===== src/rtl/ar_window_filter.sv =====
// ar_window_filter: multi-window AR address filter feeding a 2-entry registered skid FIFO, with miss drop counting
module ar_window_filter #(
  parameter int DATA_W = 77,
  parameter int ADDR_LSB = 33,
  parameter int ADDR_W = 36,
  parameter int NUM_WIN = 2,
  parameter logic [NUM_WIN*ADDR_W-1:0] WIN_MASK = '0,
  parameter logic [NUM_WIN*ADDR_W-1:0] WIN_BANK = '0,
  parameter int MISS_MODE = 0
) (
  input  logic              ACLK,
  input  logic              ARESETn,
  input  logic [DATA_W-1:0] DATAi,
  input  logic              VALIDi,
  output logic              READYi,
  output logic [DATA_W-1:0] DATAo,
  output logic [NUM_WIN-1:0] WINo,
  output logic              VALIDo,
  input  logic              READYo,
  input  logic              MISS_CLR,
  output logic [15:0]       MISS_CNT,
  output logic              MISSo
);
  logic [ADDR_W-1:0] addr;
  logic [NUM_WIN-1:0] win;
  logic [DATA_W-1:0] skid_d;
  logic [NUM_WIN-1:0] skid_w;
  logic skid_v, hit, push, pop, drop, load_head;
  assign addr = DATAi[ADDR_LSB +: ADDR_W];
  // descending scan so the lowest matching window is the one left standing
  always_comb begin
    win = '0;
    for (int i = NUM_WIN - 1; i >= 0; i--)
      win = ((addr & WIN_MASK[i*ADDR_W +: ADDR_W]) == WIN_BANK[i*ADDR_W +: ADDR_W]) ? NUM_WIN'(1) << i : win;
  end
  assign hit = |win;
  assign READYi = ARESETn & ((MISS_MODE != 0) ? (~skid_v | ~hit) : (hit & ~skid_v));
  assign push = VALIDi & READYi & hit;
  assign pop = VALIDo & READYo;
  assign drop = VALIDi & READYi & ~hit & (MISS_MODE != 0);
  assign load_head = pop | ~VALIDo;
  always_ff @(posedge ACLK) begin
    if (!ARESETn) begin
      DATAo <= '0;
      WINo <= '0;
      VALIDo <= 1'b0;
      skid_d <= '0;
      skid_w <= '0;
      skid_v <= 1'b0;
      MISS_CNT <= '0;
      MISSo <= 1'b0;
    end else begin
      MISSo <= drop;
      MISS_CNT <= MISS_CLR ? '0 : MISS_CNT + 16'(drop & ~&MISS_CNT);
      if (load_head && skid_v) begin
        DATAo <= skid_d;
        WINo <= skid_w;
      end else if (load_head && push) begin
        DATAo <= DATAi;
        WINo <= win;
      end
      if (load_head) VALIDo <= skid_v | push;
      if (push && (skid_v || !load_head)) begin
        skid_d <= DATAi;
        skid_w <= win;
      end
      skid_v <= load_head ? (skid_v & push) : (skid_v | push);
    end
  end
endmodule


===== config.mk =====
export PLATFORM = sky130hd
export DESIGN_NAME = ar_window_filter
export DESIGN_NICKNAME = d
export VERILOG_FILES = /design/src/rtl/ar_window_filter.sv
export SDC_FILE = /design/constraint.sdc
export NUM_CORES = 1
export LEC_CHECK = 0
export ABC_AREA = 1
export ABC_CLOCK_PERIOD_IN_PS = 4000
export BUFFER_PORTS_ARGS = -buffer_cell sky130_fd_sc_hd__clkbuf_2
export CAP_MARGIN = 20
export CORE_MARGIN = 8
export CORE_UTILIZATION = 35
export CTS_BUF_LIST = sky130_fd_sc_hd__clkbuf_2
export DETAILED_ROUTE_END_ITERATION = 6
export PLACE_DENSITY_LB_ADDON = 0.1
export SYNTH_ARGS = -nofsm -noshare
export SYNTH_HDL_FRONTEND = slang
export SYNTH_SLANG_ARGS = --single-unit

===== constraint.sdc =====
create_clock -name ACLK -period 4 [get_ports ACLK]
set_input_delay 0 -clock ACLK [delete_from_list [all_inputs] [get_ports ACLK]]
set_output_delay 0 -clock ACLK [all_outputs]
set_load 0.02 [all_outputs]

Word level (Yosys, flattened, before mapping)
Index checks and enable logic that the tools add are counted.
{ "totals": {"in_bits": 82, "word_cells": 25, "reg_bits": 159, "output_inout_bits": 98} }
{ "op_classes": {"bitwise_logic": 8, "mux": 5, "n_reduce_logical": 6} }
{ "ops": {"columns": ["op", "n"], "rows": [
  ["$mux 77", 2],
  ["$and 1x1->1", 4],
  ["$mux 2", 2],
  ["$logic_and 1x1->1", 3],
  ["$not 1->1", 2],
  ["$or 1x1->1", 2],
  ["$reduce_bool 2->1", 1],
  ["$logic_not 1->1", 1],
  ["$logic_or 1x1->1", 1],
  ["$mux 1", 1]
]} }

Depth between registers and ports, before layout
Gate-level depths: netlist (run 1).
{ "logic_depth": {"ltp_word": 6, "mapped_depth": 10, "mapped_depth_nobuf": 7} }

Worst setup path after synthesis (run 1)
Ideal clock, no wire load.
{ "synth_path": {"kind": "register -> register", "startpoint": "reg VALIDo", "endpoint": "reg DATAo[29]", "arrival_ns": 1.281, "synth_period_minus_slack_ns": 1.394, "path_stages_with_launch": 8, "setup_slack_ns": 2.606, "path_buffers": 2, "required_time_ns": 3.887, "path_cell_list": "dfxtp_1 -> nand2_2 -> inv_2 -> buf_2 -> clkbuf_1 -> o21bai_1 -> nand2_1 -> nor2_1"} }
{ "synth_via": {"elab_chain_len": 4, "word_cells_on_any_way": 7, "classes_between": "mux: 1; bitwise: 3; reduce/logical: 3"} }
{ "synth_lines": {"columns": ["element", "line", "text"], "rows": [
  ["from (decl)", "18", "output logic VALIDo,"],
  ["from (signal assigned)", "62", "if (load_head) VALIDo <= skid_v | push;"],
  ["$and 1x1->1 or $not 1->1 (tied branches)", "39, 41", null],
  ["$or 1x1->1 *", "41", "assign load_head = pop | ~VALIDo;"],
  ["$logic_and 1x1->1, on equally long branches", "55, 58", null],
  ["$mux 77 or $reduce_bool 2->1 (tied branches)", null, null],
  ["to (signal assigned)", "56", "DATAo <= skid_d;"],
  ["to (signal assigned)", "59", "DATAo <= DATAi;"],
  ["to (decl)", "16", "output logic [DATA_W-1:0] DATAo,"]
]} }
Mark *: on every way between the ends. The rest lies on a longest branch, timed or not.
A chain may end at the register's enable or synchronous reset.

Worst setup path in the final report (run 1)
{ "layout_path": {"startpoint": "reg VALIDo", "endpoint": "reg skid_d[53]"} }
{ "layout_via": {"elab_chain_len": 5, "word_cells_on_any_way": 6, "classes_between": "bitwise: 3; reduce/logical: 3"} }
{ "layout_lines": {"columns": ["element", "line", "text"], "rows": [
  ["$and 1x1->1 or $not 1->1 (tied branches)", "39, 41", null],
  ["$or 1x1->1 *", "41", null],
  ["$logic_not 1->1 *", "63", "if (push && (skid_v || !load_head)) begin"],
  ["$logic_or 1x1->1 *", "63", null],
  ["$logic_and 1x1->1 *", "63", null],
  ["to (signal assigned)", "64", "skid_d <= DATAi;"],
  ["to (decl)", "26", "logic [DATA_W-1:0] skid_d;"]
]} }
Marked as above.

==> results.md, run 1 <==
Detailed routing:
- In the final routed layout, each cell accounts on average for 14.4 um.
- The number of nets still failing antenna checks after routing is 0.
- The post-route DRC violation count is 0.
- The number of DRC markers after the initial detailed-route iteration is 324.
- Before antenna repair, the detailed router went through 4 iterations.
- The final route contains 7,409 vias.
- Using the TritonRoute via totals, the vias-per-cell ratio works out to 4.60.
- For this block, the routed nets add up to 23.2 mm of wire.

Worst setup path:
- The cell family with the largest share of critical-path delay is buffers and inverters.
- The worst setup path is captured at a flip-flop.
- The largest single stage delay on the critical path is 0.61 ns.
- Data arrives at the worst endpoint at 3.42 ns.
- The worst setup path is of the flip-flop to flip-flop kind.
- Data on the critical path is required at its endpoint by 4.66 ns.
- The category of the worst setup path launch point is a flip-flop.
- The number of buffers and inverters on the critical path is 3.
- Traced cell by cell, the critical path runs through nand2_4, nor2_4, inv_2, buf_12, nor2_1, nor2_1, dlygate4sd3_1.
- The cell seen most often among critical-path stages is nor2_1.
- The slowest stage of the critical path is the inv_2 cell.
- The maximum net fanout on the critical path is 51.

Global route:
- The number of global-route vias before repair is 7,433.
- The overall routing resource usage is 18.0%.
- For this run the aggregate overflow at the end of global routing stands at 0.
- The largest net degree at the start of global routing is 80.
- The initial antenna violation count is 1.
- The first global-routing pass estimated 38.3 mm of wire.

Final layout:
- The final-layout fill cell count is 2,112.
- The fraction of final layout cells sized beyond drive strength 1 is 15.8%.
- The total area of multi-input combinational cells is 3540 sq um.
- Leaving out fill and tap cells, the most frequent cells in the layout are nor2_1, nand2_1, clkbuf_2.
- Leaving out fill and tap cells, the most frequent cell in the layout is nor2_1.
- The net count reported at finish is 1,407.
- The area growth from synthesis to final layout is 38.3%.
- The cell area after layout is 9910 sq um.
- Across the whole layout, storage elements account for 3170 sq um.

Pwr:
- The largest voltage drop on the vdd net is 149 uV.
- The cell leakage power is 4.90 nW.
- The total power density per cell area is 319 nW/um^2.
- The completed layout was analyzed and its total power is 3.16 mW.

STA:
- The final max-slew violation count is 0.
- The count of final setup violators is 0.
- The slew at the pin closest to its max-slew limit is 1.02 ns.
- Between clock sinks in the finished design, the worst skew comes to 0.0343 ns.
- After layout, the worst path uses 69.0% of the clock period.
- The shortest period the worst path allows is 2.76 ns.
- The worst-case headroom to the max-slew limit is 32.3%.
- Derived from the worst setup path, the maximum achievable clock frequency is 362 MHz.
- The total negative setup slack is 0 ns.
- Setup repair after global routing left no endpoint under its margin.
- The final number of hold-violating endpoints is 0.

Hold path:
- The path class of the tightest hold or removal check is input pin to flip-flop.

Floorplanning:
- The overall die area is 25,300 sq um.
- The die span in x is 159 um.
- The site row count is 52.
- The starting utilization of the core area is 35.5%.
- The chip height is 159 um.
- The total area inside the core boundary comes to 20,200 sq um.
- For this design the top-level I/O count stands at 180.

Yosys:
- The average instance in the mapped netlist occupies 6.83 sq um.
- The number of instances in the synthesized netlist is 1,050.
- The count of warnings emitted by yosys is 0.
- The combined area of all synthesized cells is 7170 sq um.
- The number of library cell types mapped by synthesis is 19.
- The total of flip-flops plus latches after synthesis is 158.
- Summed over its instances, the top area cell type makes up 44.1% of the synthesized netlist area.
- dfxtp_1 takes more of the synthesized area than any other cell.
- The proportion of synthesized chip area in sequential cells is 44.1%.
- By area the synthesized netlist is led by dfxtp_1, nor2_1, nand2_1, o21bai_1, nand3_1.

Run:
- The reported max-cap violation count is 0.

Placed design:
- The final estimated routing congestion in global placement is 0.699.
- The count of buffers added on input and output ports is 160.
- Summing all placed instances gives a cell area of 7980 sq um.
- The half-perimeter wire length after placement is 12.5 mm.

Outcome:
- The flow ran to the end, and the final reports show no timing, DRC or antenna violations.

Clock network:
- For this design, the sink count on the clock tree is 158.
- The clock reaches the later pin of the worst-skew pair after 0.72 ns.
- The CTS tree is built.
- Clock tree synthesis selected as its root buffer the cell clkbuf_2.
- The total CTS buffers is 17.
- CTS built an H-tree with a depth of 4.
- In this run the post-CTS setup repair buffer count came out at 0.
- After clock tree synthesis, the clock-pin slew on the worst setup and hold paths is 0.25 ns.
- In this run the deepest clock path goes through 2 buffers.
-- state kept, by name, indices dropped and copies added (netlist names) --
register	flops
skid_v	1
skid_d	77
WINo	1
VALIDo	1
DATAo	77
skid_w	1
-- stage by stage --
| step | hold slack [ns] | cells | worst slack (ns) | utilization [%] |
|---|---|---|---|---|
| global placement | 0.241 | 1407 | 1.81 | 39.6 |
| global route | 0.0398 | 1611 | 1.06 | 49.1 |
| detailed placement | 0.245 | 1407 | 1.79 | 39.6 |
| floorplan | 0.135 | 1067 | 2.61 | - |
| finish | 0.118 | 1611 | 1.24 | 49.1 |
| CTS | 0.00000921 | 1608 | 1.27 | 49.1 |
-- power by group --
part	internal, mW	switching [mW]
sequential	1.65	0.0358
clock	0.282	0.603
combinational	0.263	0.332
total	2.19	0.971
-- path summary, 6_finish.rpt --
check / startpoint / endpoint / slack, ns / depth (start not counted)
max reg2reg: VALIDo / skid_d[53] / 1.24 / 7
max: VALIDo / skid_d[53] / 1.24 / 7
min: DATAi[17] / skid_d[17] / 0.12 / 4
min reg2reg: skid_w[0] / skid_w[0] / 0.50 / 2
-- routing by layer --
metal / track usage [%] / vias up / part of all wire (%) / wire length, um
li1: - / 3854 / - / -
met1: 22.4 / 3376 / 48 / 11100
met2: 30.2 / 160 / 47 / 10800
met3: 4.42 / 19 / 4.5 / 1050
met4: 5.32 / 0 / 1.3 / 300
met5: 0 / - / 0 / 0
-- timing repair --
action / CTS / global route
gates resized for setup: 0 / 0
endpoints found under the hold margin: 158 / 0
hold buffers: 169 / 0
-- layout make-up --
class	count	share of cell area, %
multi-input cells	802	35.7
flip-flops and latches	158	32.0
repair buffers	340	26.3
well taps	270	3.41
clock inverters	15	1.48
clock buffers	17	0.859
inverters	6	0.227
diodes	3	0.0758
-- logic make-up (layout without fill, tap and decap cells) --
logic type,after synthesis,count (layout),share of synthesized area [%]
compound gates,158,158,13.9
flops,158,158,44.1
buf+inv,107,378,7.59
simple gates,626,626,34.3
other cells,1,21,0.0523
-- worst register-to-register path, stage by stage, from the launching register on --
cell	delay, ns
dfxtp_1	0.40
nand2_4	0.51
nor2_4	0.10
inv_2	0.61
buf_12	0.31
nor2_1	0.11
nor2_1	0.11
dlygate4sd3_1	0.55
-- cell usage after synthesis, drive strengths merged --
| cell | count |
|---|---|
| clkbuf | 43 |
| dfxtp | 158 |
| a21oi | 3 |
| o21bai | 77 |
| nand2 | 234 |
| o21ai | 78 |
| nor2 | 313 |
| nand3 | 78 |
| conb | 1 |
| inv | 6 |
| nor3 | 1 |
| buf | 58 |
No activity file was read; power rests on OpenSTA's default activity.
==> run 2, diff against run 1 <==
--- a/config.mk
+++ b/config.mk
@@ -5,8 +5,8 @@
 export SDC_FILE = /design/constraint.sdc
 export NUM_CORES = 1
 export LEC_CHECK = 0
-export ABC_AREA = 1
-export ABC_CLOCK_PERIOD_IN_PS = 4000
+export ABC_AREA = 0
+export ABC_CLOCK_PERIOD_IN_PS = 2500
 export BUFFER_PORTS_ARGS = -buffer_cell sky130_fd_sc_hd__clkbuf_2
 export CAP_MARGIN = 20
 export CORE_MARGIN = 8
==> constraint.sdc (replaced) <==
create_clock -name ACLK -period 2.5 [get_ports ACLK]
set_input_delay 0 -clock ACLK [delete_from_list [all_inputs] [get_ports ACLK]]
set_output_delay 0 -clock ACLK [all_outputs]
set_load 0.02 [all_outputs]
==> results.md, run 2 <==
Yosys:
- The post-synthesis cell type with the largest combined area is dfxtp_1.
- The mean cell area of the mapped netlist is 9.76 sq um (+43%).
- The proportion of synthesized area in mux cells was 0% (unchanged).
- The compound-gate portion of the synthesized area is 30.6% (+17 points).
- The commonest cells after synthesis are dfxtp_1, nand2_1, nand3_1, o221a_2, o31a_1.
- The count of warnings emitted by yosys came to 0 (unchanged).
- The largest family of logic cells by synthesized area is compound AO/OA/AOI/OAI gates.
- By area the synthesized netlist is led by dfxtp_1, o221a_2, o31a_1, nand3_1, nand2_1.
- The total of flip-flops plus latches after synthesis is 158 (unchanged).
- For this run, the leading register cell type out of synthesis is dfxtp_1.
- dfxtp_1 is the most common cell in the netlist.
- The number of library cell types mapped by synthesis was 25 (+6).
- The number of instances in the synthesized netlist is 653 (-38%).
- The synthesized-area fraction occupied by xor and xnor cells came to 0% (unchanged).
- The count of flip-flops with a built-in enable after synthesis is 0 (unchanged).
- The post-synthesis share of cell area spent on full adders, half adders and majority gates is 0% (unchanged).
- The proportion of synthesized chip area in sequential cells is 49.6% (+5.5 points).
- The simple-gate portion of the synthesized area is 11.6% (-23 points).
- The fraction of registers with async set/reset is 0% (unchanged).
- The combined area of all synthesized cells came to 6370 sq um (-11%).
- The area share of the largest cell type after synthesis was 49.6% (+5.5 points).

Placed design:
- The total of buffers placed on input and output ports came to 160 (unchanged).
- The final estimated routing congestion in global placement was 0.699 (about the same).
- The half-perimeter wire length after placement is 11.2 mm (-9.9%).

Clock network:
- The number of buffers inserted by hold repair at cts was 204 (+21%).
- The largest buffer count on any clock path is 2 (unchanged).
- The number of setup buffers added after CTS was 0 (unchanged).
- The H-tree depth reported by CTS came to 4 (unchanged).
- The clock root buffer master is clkbuf_2.
- The number of gates resized after cts is 0 (unchanged).
- The total CTS buffers was 17 (unchanged).
- The total number of clock tree sinks is 158 (unchanged).

Floorplanning:
- The site row count is 49 (-5.8%).
- The starting utilization of the core area is 35.6% (+0.069 points).
- The die span in x is 151 um (-5.1%).
- The number of primary I/O pins was 180 (unchanged).
- The chip height came to 151 um (-5.1%).

Outcome:
- The flow did not finish.
- The tool reported: "[ERROR RSZ-0060] Max buffer count reached".
- The run ended at clock tree synthesis (4_1_cts).
## run 2: logic make-up after synthesis
group,Yosys count
AND/OR/NAND/NOR,165
buffers and inverters,95
AO/OA/AOI/OAI,234
other,1
flip-flops,158
## run 2: per-stage QoR
stage          setup WS [ns]  cell area (sq um)  util [%]  std cells  hold WS (ns)
2_1_floorplan           1.06               6440         -        670         0.130
3_3_place_gp           0.621               7160      40.0        977         0.233
3_5_place_dp           0.590               7160      40.0        977         0.243
==> run 3, diff against run 2 <==
==> config.mk (replaced) <==
export PLATFORM = sky130hd
export DESIGN_NAME = ar_window_filter
export DESIGN_NICKNAME = d
export VERILOG_FILES = /design/src/rtl/ar_window_filter.sv
export SDC_FILE = /design/constraint.sdc
export NUM_CORES = 1
export LEC_CHECK = 0
export ABC_AREA = 0
export ABC_CLOCK_PERIOD_IN_PS = 3200
export BUFFER_PORTS_ARGS = -buffer_cell sky130_fd_sc_hd__clkbuf_2
export CAP_MARGIN = 20
export CORE_MARGIN = 8
export CORE_UTILIZATION = 20
export DETAILED_ROUTE_END_ITERATION = 6
export PLACE_DENSITY_LB_ADDON = 0.15
export SYNTH_ARGS = -nofsm -noshare
export SYNTH_HDL_FRONTEND = slang
export SYNTH_SLANG_ARGS = --single-unit
==> constraint.sdc (replaced) <==
create_clock -name ACLK -period 3.2 [get_ports ACLK]
set_input_delay 0 -clock ACLK [delete_from_list [all_inputs] [get_ports ACLK]]
set_output_delay 0 -clock ACLK [all_outputs]
set_load 0.02 [all_outputs]
==> results.md, run 3 <==
Outcome:
- The flow ran to the end, and the final reports show no timing, DRC or antenna violations.

Detailed routing:
- The total via count after detailed routing is 5,643.
- The sum of routed wire length over all layers is 21.6 mm.
- Dividing the detail-routed via count by the number of cells gives 4.48.
- The detailed router finished its first iteration with 333 violations.
- The first-pass detailed-route iteration total is 6.
- The detail route stage leaves a number of antenna-violating nets equal to 0.
- For this run, design rule violations remaining after detail routing come to 0.
- The final routed wire length divided by cell count is 17.1 um.

Final layout:
- The area growth from synthesis to final layout is 37.7%.
- The net count reported at finish is 925.
- Leaving out fill and tap cells, the most frequent cell in the layout is clkbuf_2.
- In the final layout, the registers with the most flip-flops are DATAo: 77 flops, skid_d: 77 flops.
- Leaving out fill and tap cells, the most frequent cells in the layout are clkbuf_2, dfxtp_1, nand2_1, dlygate4sd3_1.
- Of the cells placed in the final design, the portion with a size suffix greater than 1 is 32.7%.

Worst setup path:
- STA classifies the critical path startpoint as a flip-flop.
- The critical path in this run is classified as flip-flop to flip-flop.
- The maximum net fanout on the critical path is 74.
- For this run, the slowest stage of the critical path takes 0.75 ns.
- The standard cell with the maximum stage delay on the critical path is buf_4.
- Walking the worst path, the cells encountered are and3b_4, buf_4, nand3_1, o21ai_1.
- The critical path arrival is 2.25 ns.
- STA puts the critical path data required time at 3.56 ns.
- The type of element capturing the critical path is a flip-flop.

Floorplanning:
- The floorplan step defined a die boundary enclosing 37,800 sq um.
- The starting utilization of the core area came to 20.3% (-15 points).
- The die span in x is 195 um (+29%).
- The site row count is 65 (+33%).
- The chip height is 195 um (+29%).
- The number of primary I/O pins is 180 (unchanged).
- The placeable core region is 31,500 sq um.

STA:
- Setup slack closes at 1.32 ns.
- Setup repair after global routing left no endpoint under its margin.
- The count of final setup violators is 0.
- The worst path in the final design needs a cycle of 1.88 ns, including I/O delays and setup.
- The final number of hold-violating endpoints is 0.
- Based on the critical path, the design can be clocked at up to 531 MHz.
- The worst-case headroom to the max-slew limit is 35.1%.
- The total negative setup slack is 0 ns.
- On the final layout, the worst clock skew is 0.00940 ns.
- The final max-slew violation count is 0.
- The share of the clock period used by the worst path after layout is 58.9%.
- The slew at the pin closest to its max-slew limit is 0.974 ns.

Placed design:
- The worst setup slack after placement was 1.32 ns (+0.728 ns).
- The final estimated routing congestion in global placement is 0.646 (-7.6%).
- The total of buffers placed on input and output ports was 160 (unchanged).
- The half-perimeter wire length after placement came to 12.1 mm (+7.5%).

Pwr:
- The cell leakage power is 3.42 nW.
- The total power density per cell area is 569 nW/um^2.
- IR analysis of the VDD net gives a maximum drop of 323 uV.

Yosys:
- The synthesized-area fraction occupied by xor and xnor cells is 0% (unchanged).
- The dominant register cell in the synthesized netlist is dfxtp_1.
- The simple-gate portion of the synthesized area was 11.6% (unchanged).
- The most numerous cell in the Yosys netlist is dfxtp_1.
- The area share of the largest cell type after synthesis is 49.6% (unchanged).
- The number of library cell types mapped by synthesis was 25 (unchanged).
- The mean cell area of the mapped netlist was 9.76 sq um (unchanged).
- The post-synthesis share of cell area spent on full adders, half adders and majority gates is 0% (unchanged).
- The compound-gate portion of the synthesized area was 30.6% (unchanged).
- The fraction of registers with async set/reset is 0% (unchanged).
- The proportion of synthesized chip area in sequential cells is 49.6% (unchanged).
- The number of instances in the synthesized netlist came to 653 (unchanged).
- The synthesized design spends more area on one cell type than any other, namely dfxtp_1.
- The count of flip-flops with a built-in enable after synthesis came to 0 (unchanged).
- The count of warnings emitted by yosys came to 0 (unchanged).
- The proportion of synthesized area in mux cells was 0% (unchanged).
- The total of flip-flops plus latches after synthesis is 158 (unchanged).
- Yosys attributes the largest share of cell area to dfxtp_1, o221a_2, o31a_1, nand3_1, nand2_1.
- By count the netlist is led by dfxtp_1, nand2_1, nand3_1, o221a_2, o31a_1.
- The largest family of logic cells by synthesized area is compound AO/OA/AOI/OAI gates.
- The combined area of all synthesized cells came to 6370 sq um (unchanged).

Hold path:
- In this run the worst hold path is classified as input pin to flip-flop.

Clock network:
- The clock input transition at the sequential cells of the worst setup and hold paths is 0.07 ns.
- The number of setup buffers added after CTS is 0 (unchanged).
- The clock insertion delay at the later pin of the skew report is 0.43 ns.
- The total number of clock tree sinks is 158 (unchanged).
- The total CTS buffers is 17 (unchanged).
- The CTS tree is built.
- The number of gates resized after cts was 0 (unchanged).
- The H-tree depth reported by CTS is 4 (unchanged).
- The tree is rooted in a clkbuf_16.
- The largest buffer count on any clock path is 2 (unchanged).

Global route:
- The number of global-route vias before repair is 5,790.
- The first global-routing pass estimated 34.1 mm of wire.
- The total congestion overflow is 0.
- The largest net degree at the start of global routing is 160.
- The overall routing resource usage is 11.3%.
- The initial antenna violation count is 1.

Run:
- The reported max-cap violation count is 0.
[run 3: cells by family (layout without fill, tap and decap cells)]
group	count (synthesis)	after routing
AO/OA/AOI/OAI	234	234
AND/OR/NAND/NOR	165	165
flip-flops	158	158
buffers and inverters	95	281
other	1	19
[run 3: final cells by class]
class                      instances  area [sq um]
fill                            3353         22700
sequential                       158          3160
multi-input combinational        417          2780
timing repair buffer             248          1740
tap                              402           503
clock buffer                      22           454
clock inverter                    10           138
inverter                           1          3.75
antenna                            1          2.50
[run 3: layer usage]
metal  part of all wire (%)  track usage, %  vias to the layer above
met5                      0               0                        -
met4                   0.83            2.80                        0
met3                    5.0            3.87                       12
met2                     44            17.5                      128
met1                     50            14.8                     2695
li1                       -               -                     2808
[run 3: what timing repair did]
item	4_1_cts	5_1_grt
hold endpoints to repair	156	0
hold buffers	79	0
endpoints found under the setup margin	0	0
[run 3: power breakdown]
part	internal, mW	switching [mW]
clock	1.25	0.867
combinational	0.311	0.415
sequential	2.08	0.0677
[run 3: worst max-delay path, delay by kind of cell (launching register included)]
kind / cells / cell delay, ns
DFF: 1 / 0.37
buffers and inverters: 1 / 0.75
AOI/OAI and AO/OA: 1 / 0.11
and+or+nand+nor: 2 / 0.53
[run 3: worst paths after layout]
path / from / end / slack, ns / depth (start not counted)
setup / recovery: skid_v / skid_d[65] / 1.32 / 4
hold / removal: ARESETn / skid_d[15] / 0.10 / 4
setup reg to reg: skid_v / skid_d[65] / 1.32 / 4
hold reg to reg: skid_d[72] / skid_d[72] / 0.45 / 2
[run 3: per-stage QoR]
| step | power, mW | cell area, sq um | hold WS, ns | std cells | util (%) |
|---|---|---|---|---|---|
| floorplan | 2.61 | 6440 | 0.130 | 670 | - |
| global placement | 2.86 | 7390 | 0.241 | 1147 | 23.5 |
| detailed placement | 2.86 | 7390 | 0.243 | 1147 | 23.5 |
| CTS | 5.10 | 8770 | 0.0569 | 1258 | 27.9 |
| global route | 5.24 | 8780 | 0.0996 | 1259 | 27.9 |
| finish | 4.99 | 8780 | 0.104 | 1259 | 27.9 |
==> run 4, diff against run 3 <==
--- a/config.mk
+++ b/config.mk
@@ -6,7 +6,7 @@
 export NUM_CORES = 1
 export LEC_CHECK = 0
 export ABC_AREA = 0
-export ABC_CLOCK_PERIOD_IN_PS = 3200
+export ABC_CLOCK_PERIOD_IN_PS = 1600
 export BUFFER_PORTS_ARGS = -buffer_cell sky130_fd_sc_hd__clkbuf_2
 export CAP_MARGIN = 20
 export CORE_MARGIN = 8
==> constraint.sdc (replaced) <==
create_clock -name ACLK -period 1.6 [get_ports ACLK]
set_input_delay 0 -clock ACLK [delete_from_list [all_inputs] [get_ports ACLK]]
set_output_delay 0 -clock ACLK [all_outputs]
set_load 0.02 [all_outputs]
==> results.md, run 4 (synthesized netlist as in run 3, its figures left out) <==
Outcome:
- The flow ran to the end, and the final reports show no timing, DRC or antenna violations.

Clock network:
- The H-tree depth reported by CTS is 4 (unchanged).
- The number of setup buffers added after CTS is 0 (unchanged).
- The total number of clock tree sinks is 158 (unchanged).
- The total CTS buffers is 17 (unchanged).
- The clock insertion delay at the later pin of the skew report is 0.43 ns (about the same).
- The cell sitting at the root of the clock tree is a clkbuf_16.
- The largest buffer count on any clock path is 2 (unchanged).
- TritonCTS built the clock tree.
- The number of gates resized after cts is 0 (unchanged).
- The clock input transition at the sequential cells of the worst setup and hold paths is 0.06 ns (about the same).

Pwr:
- The clock network fraction of total power is 41.6% (-0.8 points).
- The switching portion of total power came to 27.1% (+0.084 points).
- The largest voltage drop on the vdd net is 685 uV (+110%).
- The combinational cell fraction of total power is 15.1% (+0.6 points).
- The sequential share of power is 43.3% (+0.2 points).
- The internal power consumption is 7.25 mW (+99%).
- The net switching power of the design is 2.70 mW (+100%).
- The total power density per cell area came to 1110 nW/um^2 (+95%).
- The total power of the final layout is 9.95 mW (+99%).
- The cell leakage power is 3.50 nW (+2.3%).

Floorplanning:
- The die span in x came to 195 um (unchanged).
- The site row count is 65 (unchanged).
- The chip height is 195 um (unchanged).
- The overall die area is 37,800 sq um (unchanged).
- The placeable core region is 31,500 sq um (unchanged).
- The number of primary I/O pins is 180 (unchanged).
- The starting utilization of the core area is 20.3% (unchanged).

STA:
- The count of final setup violators came to 0 (unchanged).
- Setup repair after global routing left no endpoint under its margin.
- The final clock skew came to 0.00670 ns (-0.00271 ns).
- The shortest period the worst path allows was 1.43 ns (-0.451 ns).
- The total negative setup slack is 0 ns (unchanged).
- The final number of hold-violating endpoints is 0 (unchanged).
- The minimum hold slack is 0.140 ns (+0.0362 ns).
- The final max-slew violation count is 0 (unchanged).
- The maximum frequency from static timing analysis is 697 MHz (+31%).
- The slew at the pin closest to its max-slew limit is 0.587 ns (-0.387 ns).
- The share of the clock period used by the worst path after layout is 89.6% (+31 points).
- The worst-case headroom to the max-slew limit came to 60.9% (+26 points).

Placed design:
- The number of cells after detailed placement is 1,160 (+1.1%).
- The total placed instance area was 7560 sq um (+2.3%).
- The total of buffers placed on input and output ports is 160 (unchanged).
- The half-perimeter wire length after placement is 13.2 mm (+9.1%).
- The final estimated routing congestion in global placement is 0.648 (+0.36%).

Final layout:
- The largest registers in the layout are DATAo: 77 flops, skid_d: 77 flops.
- The post-route non-filler standard cell count came to 1,270 (+0.87%).
- Compared with the post-synthesis result, the final layout area differs by 40.3%.
- The final-layout fill cell count is 3,317 (-1.1%).
- The number of antenna cells inserted is 0 (-1).
- The net count reported at finish was 939 (+1.5%).
- The total area of multi-input combinational cells came to 2780 sq um (unchanged).
- The fraction of final layout cells sized beyond drive strength 1 is 33.9% (+1.2 points).
- The area taken by flip-flops and latches is 3160 sq um (unchanged).
- In the layout the commonest cells are clkbuf_2, dfxtp_1, dlygate4sd3_1.
- The most common cell after layout, fill and taps aside is clkbuf_2.
- The cell area after layout was 8940 sq um (+1.9%).

Hold path:
- The path class of the tightest hold or removal check is input pin to flip-flop.

Worst setup path:
- The standard cell with the maximum stage delay on the critical path is dfxtp_1.
- The sum of buffers and inverters on the critical path is 1 (unchanged).
- The cell family with the largest share of critical-path delay is simple AND/OR/NAND/NOR gates.
- The category of the worst setup path launch point is a flip-flop.
- The signal on the critical path passes through and3b_4, nand2_2, buf_4, o221a_2.
- The critical path arrival is 1.75 ns (-0.50 ns).
- The stage delay of the slowest cell on the critical path is 0.34 ns (-0.41 ns).
- The type of element capturing the critical path is a flip-flop.
- The maximum net fanout on the critical path was 25 (-66%).
- The critical path class is flip-flop to flip-flop.
- The endpoint required time on the critical path is 1.92 ns (-1.64 ns).

Global route:
- The number of global-route vias before repair was 5,865 (+1.3%).
- The largest net degree at the start of global routing came to 129 (-19%).
- The wire length of the first global-routing pass was 34.7 mm (+1.7%).
- The total congestion overflow came to 0 (unchanged).
- The initial antenna violation count is 0 (-1).
- The overall routing resource usage came to 11.6% (+0.29 points).

Detailed routing:
- The final routed wire length divided by cell count was 17.2 um (+0.58%).
- The first-pass detailed-route iteration total was 6 (unchanged).
- The sum of routed wire length over all layers was 21.9 mm (+1.5%).
- The ratio of routed vias to standard cells is 4.46 (-0.57%).
- The number of DRC markers after the initial detailed-route iteration is 278 (-17%).
- The number of nets still failing antenna checks after routing was 0 (unchanged).
- The post-route DRC violation count came to 0 (unchanged).
- The total via count after detailed routing came to 5,660 (+0.30%).

Run:
- The reported max-cap violation count is 0 (unchanged).
[run 4: path summary, 6_finish.rpt]
kind                            startpoint         end  slack [ns]  depth (start not counted)
worst min-delay path               ARESETn   skid_w[0]        0.14                          3
worst min register to register  skid_d[66]  skid_d[66]        0.45                          2
worst max-delay path                skid_v   DATAo[50]        0.17                          4
worst max register to register      skid_v   DATAo[50]        0.17                          4
[run 4: power groups by stage]
stage	registers (mW)	logic [mW]	clock network [mW]
4_1_cts	4.30	1.53	4.36
3_5_place_dp	4.39	1.37	0
5_1_grt	4.33	1.63	4.52
6_report	4.30	1.50	4.14
2_1_floorplan	4.58	0.643	0
3_3_place_gp	4.39	1.37	0
[run 4: repair_timing]
action | CTS | global route
setup endpoints to repair | 0 | 0
endpoints found under the hold margin | 156 | 0
hold buffers | 80 | 0
[run 4: tightest hold or removal path, stage by stage]
cell and delay [ns]:
buf_4 0.13, buf_4 0.24, o21a_1 0.14
[run 4: metal layers]
metal	up-vias	track usage, %	part of all wire (%)
li1	2831	-	-
met1	2680	15.3	50
met2	133	17.7	44
met3	16	3.87	5.4
met4	0	3.39	0.96
met5	-	0	0
[run 4: final cells by class]
class	instances	area share [%]
Sequential cell	158	35.4
Inverter	1	0.0420
Timing Repair Buffer	262	21.5
Multi-Input combinational cell	417	31.0
Clock buffer	18	4.80
Tap cell	402	5.63
Clock inverter	12	1.65
[run 4: per-stage QoR]
stage / worst slack, ns / util [%]
after global routing: 0.0347 / 28.4
after detailed placement: 0.173 / 24.0
after CTS: 0.144 / 28.4
final: 0.166 / 28.4
after global placement: 0.184 / 24.0
after floorplan: 0.158 / -
